### config.mk
export PLATFORM = sky130hd
export DESIGN_NAME = forward_scoreboard
export DESIGN_NICKNAME = d
export VERILOG_FILES = /design/src/rtl/forward_scoreboard.sv
export SDC_FILE = /design/constraint.sdc
export NUM_CORES = 1
export LEC_CHECK = 0
export CORE_MARGIN = 2
export CORE_UTILIZATION = 30
export CTS_CLUSTER_DIAMETER = 100
export DETAILED_ROUTE_END_ITERATION = 10
export SETUP_SLACK_MARGIN = 0.4
export SLEW_MARGIN = 20
export SYNTH_ARGS = -nofsm -noshare
export SYNTH_HDL_FRONTEND = slang
export SYNTH_SLANG_ARGS = --single-unit
### constraint.sdc
create_clock -name CLK -period 2.4 [get_ports CLK]
set_input_delay 0.48 -clock CLK [delete_from_list [all_inputs] [get_ports CLK]]
set_output_delay 0.48 -clock CLK [all_outputs]
set_load 0.01 [all_outputs]
### src/rtl/forward_scoreboard.sv
// Forwarding scoreboard: a shift register of in-flight register writes that supplies bypass
// data per read port from the youngest matching entry and flags load-use hazards.
module forward_scoreboard #(
    parameter int NREAD  = 2,
    parameter int NSTAGE = 3,
    parameter int DW     = 32,
    parameter int RW     = 5
) (
    input  logic                CLK,
    input  logic                nRST,
    input  logic                advance,
    input  logic                flush,
    input  logic                ex_regWEN,
    input  logic [RW-1:0]       ex_wsel,
    input  logic                ex_rdy,
    input  logic [DW-1:0]       ex_wdat,
    input  logic                ld_fill,
    input  logic [DW-1:0]       ld_wdat,
    input  logic [NREAD*RW-1:0] rd_sel,
    output logic [NREAD-1:0]    fwd_hit,
    output logic [NREAD*DW-1:0] fwd_dat,
    output logic                hazard,
    output logic [15:0]         stall_cnt
);

    logic [NSTAGE-1:0] vld_reg;
    logic [NSTAGE-1:0] rdy_reg;
    logic [RW-1:0]     wsel_reg [NSTAGE];
    logic [DW-1:0]     dat_reg  [NSTAGE];
    logic [15:0]       stall_cnt_reg;
    logic [NREAD-1:0]  port_haz;

    // A fill only lands on a valid entry that is still waiting for its data.
    logic          fill_ok;
    logic          e0_rdy_next;
    logic [DW-1:0] e0_dat_next;

    assign fill_ok     = ld_fill & vld_reg[0] & ~rdy_reg[0];
    assign e0_rdy_next = rdy_reg[0] | fill_ok;
    assign e0_dat_next = fill_ok ? ld_wdat : dat_reg[0];

    always_ff @(posedge CLK or negedge nRST) begin
        if (!nRST) begin
            vld_reg <= '0;
            rdy_reg <= '0;
            for (int i = 0; i < NSTAGE; i++) begin
                wsel_reg[i] <= '0;
                dat_reg[i]  <= '0;
            end
        end else if (advance) begin
            vld_reg[0]  <= ex_regWEN & ~flush & (ex_wsel != '0);
            wsel_reg[0] <= ex_wsel;
            rdy_reg[0]  <= ex_rdy;
            dat_reg[0]  <= ex_wdat;
            // The filled view of entry 0 is what moves down, so a same-cycle fill is not lost.
            for (int i = 1; i < NSTAGE; i++) begin
                vld_reg[i]  <= vld_reg[i-1];
                wsel_reg[i] <= wsel_reg[i-1];
                rdy_reg[i]  <= (i == 1) ? e0_rdy_next : rdy_reg[i-1];
                dat_reg[i]  <= (i == 1) ? e0_dat_next : dat_reg[i-1];
            end
        end else begin
            rdy_reg[0] <= e0_rdy_next;
            dat_reg[0] <= e0_dat_next;
        end
    end

    generate
        for (genvar gi = 0; gi < NREAD; gi++) begin : g_port
            logic [RW-1:0] sel;
            logic          win_found;
            logic          win_rdy;
            logic [DW-1:0] win_dat;

            assign sel = rd_sel[gi*RW +: RW];

            // Scan oldest to youngest so the youngest match overwrites the winner last.
            always_comb begin
                win_found = 1'b0;
                win_rdy   = 1'b0;
                win_dat   = '0;
                for (int i = NSTAGE - 1; i >= 0; i--) begin
                    if (vld_reg[i] && (wsel_reg[i] == sel) && (sel != '0)) begin
                        win_found = 1'b1;
                        win_rdy   = rdy_reg[i];
                        win_dat   = dat_reg[i];
                    end
                end
            end

            assign fwd_hit[gi]            = win_found & win_rdy;
            assign fwd_dat[gi*DW +: DW]   = (win_found & win_rdy) ? win_dat : '0;
            assign port_haz[gi]           = win_found & ~win_rdy;
        end
    endgenerate

    assign hazard = |port_haz;

    always_ff @(posedge CLK or negedge nRST) begin
        if (!nRST) begin
            stall_cnt_reg <= '0;
        end else if (hazard && (stall_cnt_reg != 16'hFFFF)) begin
            stall_cnt_reg <= stall_cnt_reg + 16'd1;
        end
    end

    assign stall_cnt = stall_cnt_reg;

endmodule
==> run_results.csv, run 1 <==
group,metric,value,unit
outcome,status,"finished with violations",
outcome,failed_checks,"negative setup slack",
clocking,insertion_delay,410,ps
final_layout,layout-drive-gt1-share,54.6,%
logic_synthesis,synth_cell_types,42,
final_layout,fillers,2192,
timing,fin_tns_setup,-42650,ps
placement,gp_congestion,0.761,
timing,whs,28.3,ps
floorplan,fp.dieH,161,um
setup_path,critPathTopFamily,"simple AND/OR/NAND/NOR gates",
clocking,cts.reportedPaths.clkPinSlew,60,ps
global_route,gr-total-overflow,0,
power_and_ir_drop,p_leak,4.74,nW
setup_path,crit_slowest_cell,"or4_4",
power_and_ir_drop,power_density,569,nW/um^2
global_route,grt_pass1_vias,6554,
floorplan,ios,169,
logic_synthesis,synth_nets,741,
detailed_routing,vias_per_cell,4.99,
clocking,clock-sinks,133,
global_route,grt_first_pass_wirelength,36500,um
setup_path,cp-end-kind,"output port",
timing,tightest_slew,562,ps
setup_path,path_class,"register to output port",
timing,hold_viol,0,
setup_path,reg2reg_depth,10,
timing,min_period_over_period,128,%
setup_path,r2r_slack,-280,ps
timing,layout_min_cycle_time,3080,ps
timing,slew_headroom,62.6,%
floorplan,coreArea,24200,sq um
detailed_routing,wl_met1,10400,um
setup_path,timing.rr.start,"wsel_reg[12]$_DFFE_PN0P_",
detailed_routing,drtPass1Iterations,4,
setup_path,path_buf_inv,4,
logic_synthesis,synth_edf_count,0,
setup_path,crit_path_start_kind,"register",
detailed_routing,totalWireLength,23400,um
clocking,cts-root-buf,"clkbuf_16",
floorplan,die-width,161,um
final_layout,area_delta_synth_final,63.8,%
final_layout,final_area,12100,sq um
clocking,numCtsBuffers,17,
final_layout,multi_input_area,4630,sq um
final_layout,final_nets,1013,
logic_synthesis,yosysWarnings,0,
final_layout,largest_register_ffs,96,
clocking,clock_path_buffers,2,
logic_synthesis,syn_avg_cell_area,11.3,sq um
setup_path,cp.arrival,2600,ps
placement,io_buffers,168,
global_route,grt_max_degree,57,
clocking,postCtsHoldBufs,0,
timing,rsz0062_at_grt,"true",
final_layout,regArea,3330,sq um
floorplan,start_util,30.4,%
floorplan,dieArea,25800,sq um
power_and_ir_drop,ir_drop,0.000412,V
logic_synthesis,synth_ff_type,"dfrtp_1",
setup_path,cp_cell_sequence,"xnor2_1, nand4_1, or4_4, nand2_4, o21ai_4, buf_8, buf_12, buf_12, a211oi_4, buf_2",
detailed_routing,wl_met2,11200,um
logic_synthesis,async_reset_ff_share,100,%
detailed_routing,drt_iter0_markers,324,
floorplan,rows,57,
logic_synthesis,syn_area,7370,sq um
detailed_routing,num_vias,6302,
setup_path,worst_ep_required_time,1920,ps
final_layout,fin_util,49.8,%
timing,max_freq,325,MHz
flow_run,drv_cap,0,
placement,dpl.hpwl,14900,um
setup_path,max_stage_delay,560,ps
detailed_routing,ant_nets,0,
setup_path,cpMostUsedCell,"buf_12",
global_route,antenna_found_initial,1,
final_layout,antenna_cells,0,
logic_synthesis,yosysSeqAreaShare,45.1,%
timing,worst_slack,-677,ps
logic_synthesis,ys_ff_latch,133,
setup_path,crit_path_max_fanout,5,
logic_synthesis,synthCells,654,
timing,setup_viol,83,
timing,slew_violations,0,
placement,placed_area,10700,sq um
clocking,cts_max_level,4,
detailed_routing,drc,0,
detailed_routing,highest_layer,"met5",
clocking,tritoncts,"yes",
timing,clock_skew,8.32,ps
detailed_routing,dr_wl_met3,1360,um
global_route,grt_use_total,17.9,%
setup_path,timing.rr.end,"stall_cnt[10]$_DFFE_PN0P_",
detailed_routing,routedWlPerCell,18.5,um
min_path,hold_path_class,"primary input to async pin",
-- metrics by stage --
step	std cells	power (mW)	setup slack, ps
3_3_place_gp	1174	4.06	-1250
5_1_grt	1263	7.23	-822
6_report	1263	6.88	-677
2_1_floorplan	654	3.57	-50.2
4_1_cts	1242	6.91	-753
3_5_place_dp	1174	4.10	-1280
-- what timing repair did --
action | in CTS | in global routing
cloned | 6 | 6
pin swaps | 57 | 31
setup endpoints to repair | 83 | 83
gates resized for setup | 344 | 39
setup buffers | 30 | 15
-- synth_stat cells, drive strengths merged, types with 3 or more instances --
cell    instances  share of area [%]
or4             5               0.61
inv             4               0.20
mux2          149                 23
and3            7               0.59
a21oi           5               0.34
nor2           73                3.9
xnor2          36                4.3
nand3           6               0.41
dfrtp         133                 45
a211oi         64                6.5
nand4          10               0.93
o21ai           4               0.32
and2            3               0.25
nand2          14               0.71
clkbuf         40                2.0
a22oi          68                7.1
xor2            5               0.59
buf            11               0.78
-- kinds of logic (layout without fill, tap and decap cells) --
| kind of cell | Yosys count | after routing | share of synthesized area (%) |
|---|---|---|---|
| flip-flops | 133 | 133 | 45.1 |
| AND/OR/NAND/NOR | 125 | 125 | 8.55 |
| XOR/XNOR | 41 | 41 | 4.87 |
| buffers and inverters | 55 | 340 | 3.02 |
| AO/OA/AOI/OAI | 149 | 149 | 15.3 |
| multiplexers | 150 | 150 | 22.9 |
| adder cells (fa/ha/maj) | 1 | 1 | 0.170 |
-- final cells by class --
type | instances | share of cell area, %
clock buffer | 17 | 3.52
clock inverter | 15 | 1.49
inverter | 4 | 0.145
multi-input combinational | 466 | 38.3
sequential | 133 | 27.6
tap | 324 | 3.36
timing repair buffer | 304 | 25.6
-- per-layer routing --
layer / track usage (%) / vias up
met5: 0 / -
met4: 4.95 / 2
met3: 4.57 / 24
met2: 29.9 / 163
met1: 23.2 / 3136
li1: - / 2977
-- power by group --
group	internal (mW)	switching [mW]	total [mW]
combinational	0.778	0.483	1.26
clock	1.64	1.03	2.67
sequential	2.60	0.346	2.94
-- worst reg2reg max path: stages (launching register included) --
cell,delay [ps]
dfrtp_1,420
xnor2_1,170
nand4_1,120
or4_4,560
buf_4,180
buf_12,150
a22oi_2,210
o221ai_4,150
buf_8,170
nand4_1,100
mux2_1,320
-- cells in the final DEF (no fill, tap or decap), drive strengths merged --
cell / instances
clkbuf: 25
bufinv: 3
xnor2: 36
bufbuf: 1
clkdlybuf4s15: 1
clkdlybuf4s50: 89
o21ai: 4
nand3: 6
and2: 3
nand2: 14
a21oi: 5
dfrtp: 133
nor3b: 1
nor2: 73
o211ai: 2
nor4b: 1
nor3: 2
xor2: 5
o221ai: 1
a211oi: 64
buf: 198
nand3b: 1
a21o: 1
mux2i: 1
a31oi: 2
inv: 6
ha: 1
mux2: 149
or4: 5
clkinvlp: 3
o2111a: 1
nor4: 2
o32ai: 1
and3: 7
dlygate4sd2: 7
a22oi: 68
nand4: 10
clkinv: 7
-- worst max-delay path by stage --
stage                                        start          end  slack (ps)  cells after the start
after global placement                   rd_sel[4]  fwd_dat[18]       -1250                      9
final                     wsel_reg[12]$_DFFE_PN0P_  fwd_dat[45]        -680                     10
after floorplan                          rd_sel[4]  fwd_dat[12]         -50                      7
after detailed placement                 rd_sel[4]  fwd_dat[18]       -1280                      9
after CTS                 wsel_reg[12]$_DFFE_PN0P_  fwd_dat[29]        -750                     10
after global routing       wsel_reg[9]$_DFFE_PN0P_  fwd_dat[29]        -820                     12
(Power assumes the default switching activity.)
==> run 2: changes to the inputs <==
Settings changed: CORE_MARGIN 2 to not set.
==> run 2 against run 1 <==
  * The flow still finishes with violations (negative setup slack)
  * Clock skew shrank 0.51 ps
  * First-iteration DRC count shrank 39%
  * Die area shrank 2.5%
  * Clock power shrank 4%
  * Non-clock buffer count shrank 31
  * Final area shrank 3.5%
  * Global-route usage is essentially flat
  * Register-to-register slack lost 130 ps
  * Largest cell class unchanged
  * Worst setup slack lost 74 ps
  * Sequential share of layout area grew 0.99 points
==> run_results.csv, run 2 (synthesis gave the netlist of run 1 again) <==
group,metric,value,unit
setup_path,worst_ep_required_time,1920,ps
clocking,clock-sinks,133,
timing,worst_slack,-751,ps
detailed_routing,dr_wl_met3,1290,um
final_layout,layout.cells.non_filler,1232,
setup_path,crit_path_max_fanout,7,
floorplan,start_util,30.5,%
setup_path,timing.rr.start,"wsel_reg[10]$_DFFE_PN0P_",
setup_path,path_buf_inv,4,
placement,io_buffers,168,
floorplan,rows,57,
power_and_ir_drop,power,6.72,mW
global_route,grt_pass1_vias,6357,
min_path,hold_path.startpoint,"stall_cnt[8]$_DFFE_PN0P_",
setup_path,critPathTopFamily,"simple AND/OR/NAND/NOR gates",
setup_path,reg2reg_depth,12,
floorplan,die-width,159,um
timing,tightest_slew,449,ps
detailed_routing,num_vias,6178,
global_route,gr-total-overflow,0,
floorplan,dieArea,25200,sq um
min_path,hold_path_class,"register to register",
clocking,insertion_delay,420,ps
setup_path,max_stage_delay,560,ps
floorplan,coreArea,24200,sq um
final_layout,antenna_cells,0,
detailed_routing,wl_met1,9680,um
setup_path,crit_start,"rd_sel[4]",
flow_run,drv_cap,0,
timing,hold_viol,0,
setup_path,cp.arrival,2670,ps
floorplan,fp.dieH,159,um
min_path,whs_endpoint,"stall_cnt[8]$_DFFE_PN0P_",
clocking,clock_path_buffers,2,
detailed_routing,drc,0,
detailed_routing,ant_nets,0,
final_layout,fin_util,48.2,%
final_layout,mostFrequentLayoutCell,"mux2_2",
timing,layout_min_cycle_time,3150,ps
setup_path,crit_slowest_cell,"or4_4",
timing,max_freq,317,MHz
timing,slew_violations,0,
clocking,numCtsBuffers,17,
final_layout,layout-drive-gt1-share,52.8,%
outcome,status,"finished with violations",
outcome,failed_checks,"negative setup slack",
power_and_ir_drop,power_density,576,nW/um^2
detailed_routing,drtPass1Iterations,4,
setup_path,r2r_slack,-410,ps
final_layout,final_nets,982,
timing,rsz0062_at_grt,"true",
placement,place_inst,1165,
global_route,antenna_found_initial,0,
setup_path,timing.rr.end,"stall_cnt[1]$_DFFE_PN0P_",
global_route,grt_use_total,17.9,%
setup_path,cp_cell_sequence,"dlygate4sd2_1, or4_4, nor2_4, nor3_4, a22oi_1, nand2_4, o21ai_4, buf_6, buf_12, a211oi_4, buf_2",
detailed_routing,vias_per_cell,5.01,
clocking,cts-root-buf,"clkbuf_16",
detailed_routing,totalWireLength,22300,um
power_and_ir_drop,ir_drop,0.000381,V
timing,min_period_over_period,131,%
power_and_ir_drop,p_leak,4.49,nW
min_path,whs_path_depth,1,
clocking,tritoncts,"yes",
floorplan,ios,169,
final_layout,final_cell_mix,"mux2_2, dfrtp_1, clkdlybuf4s50_1",
clocking,cts.reportedPaths.clkPinSlew,60,ps
detailed_routing,highest_layer,"met4",
setup_path,path_class,"primary input to output port",
timing,slew_headroom,70.0,%
clocking,cts_max_level,4,
detailed_routing,routedWlPerCell,18.1,um
setup_path,cp-end-kind,"output port",
timing,clock_skew,7.81,ps
final_layout,area_delta_synth_final,58.2,%
global_route,grt_max_degree,70,
final_layout,largest_register_ffs,96,
placement,gp_congestion,0.788,
setup_path,crit_path_start_kind,"primary input",
detailed_routing,wl_met2,11200,um
timing,setup_viol,83,
final_layout,fillers,2193,
detailed_routing,drt_iter0_markers,199,
global_route,grt_first_pass_wirelength,35800,um
placement,dpl.hpwl,14900,um
run 2: power breakdown:
group | internal [mW] | switching [mW] | total, mW
combinational | 0.743 | 0.470 | 1.21
sequential | 2.60 | 0.339 | 2.93
clock | 1.54 | 1.03 | 2.57
run 2: final cells by class:
type | instances | area [sq um] | area share [%]
sequential | 133 | 3330 | 28.6
multi-input combinational | 466 | 4690 | 40.2
timing repair buffer | 273 | 2640 | 22.6
clock buffer | 19 | 433 | 3.71
tap | 324 | 405 | 3.48
clock inverter | 13 | 149 | 1.28
inverter | 4 | 15.0 | 0.129
run 2: metrics by stage:
stage / setup TNS [ps] / setup slack [ps] / hold slack (ps) / cell area [sq um]
global placement: -96760 / -1320 / 397 / 10600
global route: -57500 / -866 / 521 / 11700
finish: -48110 / -751 / 501 / 11700
detailed placement: -98910 / -1350 / 396 / 10600
floorplan: -2790 / -50.2 / 184 / 8200
CTS: -59640 / -875 / 506 / 11400
run 2: what timing repair did:
item / in CTS / in global routing
pin swaps: 30 / 52
hold buffers: 1 / 0
setup endpoints to repair: 83 / 84
resized for setup: 324 / 64
gates cloned: 4 / 2
hold endpoints to repair: 33 / 0
setup buffers: 21 / 7
run 2: how the worst max path moves through the flow:
stage	endpoint	depth (start not counted)	slack, ps
6_report	fwd_dat[11]	11	-750
5_1_grt	fwd_dat[11]	8	-870
4_1_cts	hazard	9	-880
3_5_place_dp	fwd_dat[29]	9	-1350
3_3_place_gp	fwd_dat[29]	9	-1320
2_1_floorplan	fwd_dat[12]	7	-50
run 2: routing by layer:
metal,vias up,track usage (%)
li1,2894,-
met1,3108,23.1
met2,158,29.8
met3,18,4.68
met4,0,4.24
met5,-,0
==> run 3: changes to the inputs <==
Settings changed: SLEW_MARGIN 20 to not set.
==> results of run 3 <==
The final DEF is identical to that of run 2; final timing and power are the same.
==> edit: new RTL, settings of run 3 <==
The parameter `NSTAGE` goes from 3 to 5.
--- a/src/rtl/forward_scoreboard.sv
+++ b/src/rtl/forward_scoreboard.sv
@@ -2,7 +2,7 @@
 // data per read port from the youngest matching entry and flags load-use hazards.
 module forward_scoreboard #(
     parameter int NREAD  = 2,
-    parameter int NSTAGE = 3,
+    parameter int NSTAGE = 5,
     parameter int DW     = 32,
     parameter int RW     = 5
 ) (
Behaviour: not the same (Yosys sat finds a counterexample within 10 cycles, from zero or initial values and one cycle with nRST low).
==> edit against run 3 <==
The flow still finishes with violations (setup timing); combinational power rose by 150%; utilization shrank 2.2 points; final area increased by 53%; routed wire length is 67% higher; sequential cell count is 78 higher; non-clock buffer count up 91; clock skew grew 4.9 ps; area after synthesis rose by 60%; global-route usage grew 0.59 points; setup slack got worse by 430 ps; power is 75% higher; critical path type unchanged.
==> edit: results (changes against run 3) <==
post-synthesis xor/xnor area fraction -> 4.69% (-0.18 points)
Detail Placement HPWL -> 24600 µm (+66%)
status -> finished, violations left
final wirelength -> 37200 µm (+67%)
part of the Yosys area used for sequential elements -> 44.9% (-0.25 points)
CP arrival -> 3100 ps (+430 ps)
Clock Tree Buf Depth -> 3 (+1)
I/O Buffers -> 168 (unchanged)
met3 GRT Util -> 3.44% (-1.2 points)
TNS Setup -> -79000 ps (-30890 ps)
worst min-delay path class -> in -> reg
multiplexer area fraction after synthesis -> 27.2% (+4.3 points)
core area -> 38600 µm² (+60%)
Setup WS pre-CTS -> -1780 ps (-424 ps)
Skew-Pair Late Insertion Delay -> 530 ps (+110 ps)
Layout Cells excl Fill -> 1915 (+55%)
Clk pwr share -> 31.6% (-6.7 points)
Post-CTS Resized -> 389 (+20%)
post-synthesis adder-cell area fraction -> 0.106% (-0.063 points)
post-CTS setup buffers -> 39 (+86%)
Slew Limit Headroom -> 58.7% (-11 points)
switching power -> 3.49 mW (+90%)
synthesized area per cell -> 10.9 µm² (-3.4%)
library cells used by synthesis -> 47 (+12%)
Post-Syn Nets -> 1167 (+57%)
routed vias -> 9705 (+57%)
compound-gate portion of the synthesized area -> 12.7% (-2.7 points)
fraction of layout cells with a size suffix above 1 -> 48.2% (-4.5 points)
violated checks -> setup timing
Post-synth top cells -> mux2_2, dfrtp_1, nand2_1
grt met2 use -> 31.3% (+1.5 points)
# nets final -> 1466 (+49%)
Largest register FFs -> 160 (+67%)
Global Route Usage Sum -> 18.5% (+0.59 points)
placed cell count -> 1804 (+55%)
first-pass GRT wire length -> 57400 µm (+60%)
Final WS setup -> -1180 ps (-425 ps)
Seq. pwr -> 5.04 mW (+72%)
Max VDD drop -> 0.000409 V (+7.5%)
pwr dens -> 661 nW/µm² (+15%)
final clock skew -> 12.7 ps (+4.86 ps)
largest net degree at the start of global routing -> 66 (-5.7%)
dpl cell area -> 15800 µm² (+49%)
Final setup viols -> 83 (unchanged)
vias in the first global route -> 10200 (+60%)
# fillers -> 3513 (+60%)
edit: cells by family after synthesis:
kind of cell               count (synthesis)
and+or+nand+nor                          175
xor gates and xnor gates                  63
buffers and inverters                     97
adders and majority gates                  1
AOI/OAI and AO/OA                        242
DFF                                      211
muxes                                    291
edit: layout make-up:
| cell class | count | area (µm²) | area share, % |
|---|---|---|---|
| clock buffers | 39 | 738 | 4.15 |
| multi-input cells | 772 | 7260 | 40.8 |
| well taps | 518 | 648 | 3.64 |
| inverters | 5 | 26.3 | 0.148 |
| flip-flops and latches | 211 | 5280 | 29.7 |
| repair buffers | 364 | 3790 | 21.3 |
| clock inverters | 6 | 58.8 | 0.330 |
edit: per-layer routing:
layer,part of all wire [%],wire length (µm),up-vias
li1,-,-,4539
met1,45,16700,4907
met2,49,18100,213
met3,4.5,1680,46
met4,2.1,770,0
met5,0,0,-
edit: worst max-delay path, stage by stage:
cell and delay [ps]:
dlygate4sd2_1 260, or4_4 590, nor2_4 130, nand4b_1 170, and4_1 230, o22ai_2 90, o211ai_1 280, o21ai_4 190
buf_4 180, buf_12 140, a211oi_4 170, buf_2 170
edit: worst paths after layout:
check,to,slack [ps],cells after the start,start
worst min-delay path,dat_reg[147]$_DFF_PN0_,440,2,advance
worst max-delay path,fwd_dat[58],-1180,12,rd_sel[8]
min in group asynchronous,stall_cnt[4]$_DFFE_PN0P_,530,2,nRST
worst min register to register,stall_cnt[10]$_DFFE_PN0P_,500,1,stall_cnt[10]$_DFFE_PN0P_
max in group asynchronous,wsel_reg[19]$_DFFE_PN0P_,1200,3,nRST
worst max register to register,stall_cnt[12]$_DFFE_PN0P_,-580,14,wsel_reg[9]$_DFFE_PN0P_
